==> config.mk <==
export PLATFORM = sky130hd
export DESIGN_NAME = scene_motion_ctrl
export DESIGN_NICKNAME = d
export VERILOG_FILES = /design/src/rtl/scene_pkg.sv /design/src/rtl/sync_edge_det.sv /design/src/rtl/scene_motion_ctrl.sv
export SDC_FILE = /design/constraint.sdc
export NUM_CORES = 1
export LEC_CHECK = 0
export ABC_AREA = 1
export CORE_MARGIN = 4
export CORE_UTILIZATION = 43
export DETAILED_ROUTE_END_ITERATION = 8
export PLACE_DENSITY = 0.67
export SLEW_MARGIN = 20
export SYNTH_ARGS = -nofsm -noshare
export SYNTH_HDL_FRONTEND = slang
export SYNTH_SLANG_ARGS = --single-unit
==> constraint.sdc <==
create_clock -name clk -period 2.4 [get_ports clk]
set_input_delay 0.48 -clock clk [delete_from_list [all_inputs] [get_ports clk]]
set_output_delay 0.48 -clock clk [all_outputs]
set_load 0.05 [all_outputs]
==> src/rtl/scene_pkg.sv <==
// rtl/scene_pkg.sv - shared constants and types for the VGA scene blocks
package scene_pkg;

  typedef enum logic [1:0] {
    PHASE_DAWN  = 2'd0,
    PHASE_DAY   = 2'd1,
    PHASE_DUSK  = 2'd2,
    PHASE_NIGHT = 2'd3
  } phase_e;

  localparam int H_ACTIVE   = 640;
  localparam int V_ACTIVE   = 480;
  localparam int SUN_RADIUS = 16;

  // Daytime phase implied by a sun x position; bands are 80 px in from each end.
  function automatic phase_e phase_for_x(input logic [10:0] x, input int x_min, input int x_max);
    if (x < 11'(x_min + 80))
      return PHASE_DAWN;
    else if (x < 11'(x_max - 80))
      return PHASE_DAY;
    else
      return PHASE_DUSK;
  endfunction

endpackage

==> src/rtl/sync_edge_det.sv <==
// rtl/sync_edge_det.sv - registered rising-edge detector with configurable reset level
module sync_edge_det #(
  parameter logic RESET_LEVEL = 1'b1
) (
  input  logic clk,
  input  logic rst_n,
  input  logic sig,
  output logic rise
);

  logic sig_q;

  // Previous-cycle copy of the input; resetting to the idle level avoids a false edge.
  always_ff @(posedge clk or negedge rst_n) begin
    if (!rst_n)
      sig_q <= RESET_LEVEL;
    else
      sig_q <= sig;
  end

  assign rise = sig & ~sig_q;

endmodule

==> src/rtl/scene_motion_ctrl.sv <==
// rtl/scene_motion_ctrl.sv - per-frame sun motion and day-cycle phase controller
module scene_motion_ctrl
  import scene_pkg::*;
#(
  parameter int X_MIN        = 40,
  parameter int X_MAX        = 600,
  parameter int Y_HIGH       = 60,
  parameter int Y_LOW        = 140,
  parameter int STEP         = 2,
  parameter int FRAME_DIV    = 2,
  parameter int NIGHT_FRAMES = 120
) (
  input  logic       clk,
  input  logic       rst_n,
  input  logic       vsync,
  input  logic       enable,
  output logic [9:0] sun_x,
  output logic [9:0] sun_y,
  output logic       sun_visible,
  output logic [1:0] phase,
  output logic       frame_tick
);

  localparam int DIV_W   = (FRAME_DIV > 1) ? $clog2(FRAME_DIV) : 1;
  localparam int NIGHT_W = (NIGHT_FRAMES > 1) ? $clog2(NIGHT_FRAMES) : 1;
  localparam int X_MID   = (X_MIN + X_MAX) / 2;

  logic               vsync_rise;
  logic               upd;
  phase_e             phase_q, phase_nxt, band_phase;
  logic [9:0]         x_nxt, y_nxt;
  logic               vis_nxt;
  logic [DIV_W-1:0]   div_cnt, div_nxt;
  logic [NIGHT_W-1:0] night_cnt, night_nxt;
  logic [10:0]        nx;

  sync_edge_det #(
    .RESET_LEVEL (1'b1)
  ) u_vsync_edge (
    .clk   (clk),
    .rst_n (rst_n),
    .sig   (vsync),
    .rise  (vsync_rise)
  );

  assign upd   = vsync_rise & enable;
  assign phase = phase_q;

  // Next-state for the day-cycle FSM and the sun datapath, evaluated once per accepted frame.
  always_comb begin
    phase_nxt  = phase_q;
    x_nxt      = sun_x;
    y_nxt      = sun_y;
    vis_nxt    = sun_visible;
    div_nxt    = div_cnt;
    night_nxt  = night_cnt;
    nx         = {1'b0, sun_x} + 11'(STEP);
    band_phase = phase_for_x(nx, X_MIN, X_MAX);
    if (upd) begin
      if (phase_q == PHASE_NIGHT) begin
        div_nxt = '0;
        if (night_cnt == NIGHT_W'(NIGHT_FRAMES - 1)) begin
          phase_nxt = PHASE_DAWN;
          x_nxt     = 10'(X_MIN);
          y_nxt     = 10'(Y_LOW);
          vis_nxt   = 1'b1;
          night_nxt = '0;
        end else begin
          night_nxt = night_cnt + 1'b1;
        end
      end else if (div_cnt == DIV_W'(FRAME_DIV - 1)) begin
        div_nxt = '0;
        if (nx >= 11'(X_MAX)) begin
          phase_nxt = PHASE_NIGHT;
          x_nxt     = 10'(X_MAX);
          vis_nxt   = 1'b0;
          night_nxt = '0;
        end else begin
          x_nxt = nx[9:0];
          if (nx < 11'(X_MID))
            y_nxt = (sun_y > 10'(Y_HIGH)) ? sun_y - 10'd1 : 10'(Y_HIGH);
          else
            y_nxt = (sun_y < 10'(Y_LOW)) ? sun_y + 10'd1 : 10'(Y_LOW);
          if (band_phase > phase_q)
            phase_nxt = band_phase;
        end
      end else begin
        div_nxt = div_cnt + 1'b1;
      end
    end
  end

  // State and output registers; async reset returns the sun to sunrise.
  always_ff @(posedge clk or negedge rst_n) begin
    if (!rst_n) begin
      phase_q     <= PHASE_DAWN;
      sun_x       <= 10'(X_MIN);
      sun_y       <= 10'(Y_LOW);
      sun_visible <= 1'b1;
      div_cnt     <= '0;
      night_cnt   <= '0;
      frame_tick  <= 1'b0;
    end else begin
      phase_q     <= phase_nxt;
      sun_x       <= x_nxt;
      sun_y       <= y_nxt;
      sun_visible <= vis_nxt;
      div_cnt     <= div_nxt;
      night_cnt   <= night_nxt;
      frame_tick  <= upd;
    end
  end

endmodule

==> results.sh <==
export IMPL_status="completed"
export IMPL_max_cap_violations=0
export IMPL_powerDensity_mw_per_mm2=1343
export IMPL_grt_pass1_wl_microns=9742
export IMPL_cp_data_required_time_ns=2.58
export IMPL_routedWlPerCell_microns=13.05
export IMPL_use_met1_pct=25.00
export IMPL_peakVddDrop_mv=0.6203
export IMPL_syn_avg_cell_area_sq_um=7.031
export IMPL_synthMostInstantiatedCell="nand2_1"
export IMPL_post_place_ws_ns=-0.004750
export IMPL_yosysUniqueCellTypes=33
export IMPL_rows=26
export IMPL_grt_max_degree=33
export IMPL_syn2layout_area_growth_pct=30.53
export IMPL_use_met2_pct=29.56
export IMPL_clock_latency_ns=0.28
export IMPL_start_util_pct=45.12
export IMPL_syn_inst=334
export IMPL_htreeDepth=2
export IMPL_io_buffer_count=26
export IMPL_nets=390
export IMPL_yosysSeqAreaShare_pct=34.47
export IMPL_yosys_most_used_dff="dfrtp_1"
export IMPL_rsz0062_at_grt="true"
export IMPL_setup_viol=0
export IMPL_synth_top_area_cell="dfrtp_1"
export IMPL_arrival_ns=2.54
export IMPL_syn_num_nets=345
export IMPL_met3_usage_pct=2.741
export IMPL_p_leak_nw=1.421
export IMPL_grtUsageTotal_pct=18.43
export IMPL_worst_r2r_path_depth=15
export IMPL_vias=2262
export IMPL_critPathMaxFanout=6
export IMPL_min_path_cells=2
export IMPL_tns_ns=0
export IMPL_final_cells=450
export IMPL_slew_limit_headroom_pct=66.42
export IMPL_die_x_microns=81.90
export IMPL_synth_edf_count=0
export IMPL_place_hpwl_microns=4102
export IMPL_drc_errors=0
export IMPL_ys_ff_latch=32
export IMPL_antenna_left=0
export IMPL_core_area_sq_mm=0.005205
export IMPL_cts_root_buf="clkbuf_8"
export IMPL_final_util_pct=58.89
export IMPL_place_gp_congestion=0.9494
export IMPL_die_h_microns=81.90
export IMPL_synth_top_area_share_pct=26.64
export IMPL_antenna_found_initial=0
export IMPL_drv_slew=0
export IMPL_postLayoutSetupSlackWorst_ns=0.04236
export IMPL_fin_crit_ns=2.358
export IMPL_cts_buffers=5
export IMPL_postCtsHoldBufs=0
export IMPL_path_class="flip-flop to flip-flop"
export IMPL_ios=28
export IMPL_total_power_mw=4.117
export IMPL_grt_pass1_vias=2154
export IMPL_antennaDiodeCount=0
export IMPL_synth_area_sq_mm=0.002349
export IMPL_async_reset_ff_share_pct=100.0
export IMPL_cts_buffer_depth=2
export IMPL_dp_cells=437
export IMPL_cp_start_kind="flip-flop"
export IMPL_cts_sinks=32
export IMPL_ys_top_cells_by_count="89 x nand2_1, 47 x nor2_1, 39 x inv_1"
export IMPL_grt_overflow_total=0
export IMPL_first_pass_iters=4
export IMPL_layout_drive_gt1_share_pct=25.53
export IMPL_viasPerCell=5.027
export IMPL_drt_initial_drc_count=180
export IMPL_finalWirelength_microns=5873
export IMPL_skew_ns=0.007664
export IMPL_endpoint_kind="flip-flop"
export IMPL_die_area_sq_mm=0.006708
export IMPL_yosysWarnings=0
export IMPL_finalCritPeriodShare_pct=98.23
export IMPL_tritoncts="yes"
export IMPL_grt_busiest_layer="met2"
export IMPL_hold_viol=0
export IMPL_hp_class="flip-flop to flip-flop"
export IMPL_max_freq_ghz=0.4242
export IMPL_clk_pin_slew_ns=0.07
export IMPL_synth_area_leaders="dfrtp_1 27%, nand2_1 14%, dfstp_2 7.8%, nor2_1 7.5%, inv_1 6.2%"
export IMPL_tightest_slew_ns=0.5021
## what timing repair did
| item | CTS | global route |
|---|---|---|
| pin swaps | 1 | 20 |
| setup buffers | 1 | 4 |
| endpoints found under the setup margin | 2 | 2 |
| gates resized for setup | 0 | 32 |
## state kept, by name, summed over array words and instances (netlist names)
register / cells
div_cnt: 1
sun_y: 10
sun_visible: 1
phase: 2
frame_tick: 1
sun_x: 9
u_vsync_edge.sig_q: 1
night_cnt: 7
## placed cells by master, fill, tap and decap left out, drive strengths merged, types with 7 or more instances in the layout
cell type      synthesis  layout
o21ai                 28      28
dfstp                  7       7
xor2                  10      10
dfrtp                 25      25
ha                     7       7
nor2                  51      51
clkdlybuf4s50          0      26
clkbuf                 0       8
buf                    4      16
inv                   43      43
nand2                104     104
nand3                 29      29
## per-stage QoR
stage,instance area [sq um],hold slack (ns)
4_1_cts,2907,0.4706
3_5_place_dp,2799,0.4543
2_1_floorplan,2396,0.1844
5_1_grt,3065,0.4906
3_3_place_gp,2799,0.4566
6_report,3065,0.4655
## routing by layer
layer | vias to the layer above | routed length (microns)
met1 | 1052 | 2675
met5 | - | 0
met3 | 9 | 223
met2 | 49 | 2896
met4 | 0 | 77
li1 | 1152 | -
## critical path, stage by stage (launching register included)
cell and delay (ns):
dfstp_4 0.66, nand2_2 0.10, nor2_4 0.12, nand2_1 0.05
nand2_1 0.07, nand2_2 0.08, buf_4 0.16, nor2_2 0.17
nand3_2 0.11, nand3_2 0.10, ha_4 0.21, nand2_2 0.05
o211ai_1 0.10, buf_4 0.16, nand3_2 0.06, nand2_1 0.05
## worst paths after layout
kind | slack [ns] | end | from
worst max-delay path | 0.04 | phase[0] | sun_x[5]
min in group asynchronous | 0.59 | phase[0] | rst_n
max in group asynchronous | 1.47 | u_vsync_edge.sig_q | rst_n
worst min-delay path | 0.47 | sun_visible | sun_visible
worst max register to register | 0.04 | phase[0] | sun_x[5]
worst min register to register | 0.47 | sun_visible | sun_visible
## power by group
| group | total [mW] | internal, mW | switching, mW | leakage [nW] |
|---|---|---|---|---|
| clock network | 0.465 | 0.262 | 0.203 | 0.0515 |
| logic | 2.57 | 0.924 | 1.64 | 0.984 |
| registers | 1.09 | 0.784 | 0.302 | 0.386 |
## area by class of cell
type / count / area [sq um]
clock buffers: 8 / 100.1
multi-input cells: 255 / 1498
fillers: 477 / 2140
repair buffers: 42 / 387.9
inverters: 43 / 168.9
flip-flops and latches: 32 / 823.3
well taps: 70 / 87.58
## cell families after synthesis
logic type | count (synthesis) | synth area share (%)
compound gates | 40 | 11.03
xor+xnor | 12 | 4.475
fa+ha+maj | 7 | 3.729
buf+inv | 47 | 8.258
flops | 32 | 34.47
other cells | 1 | 0.1597
simple gates | 195 | 37.88
Power figures use the tool's default switching activity.
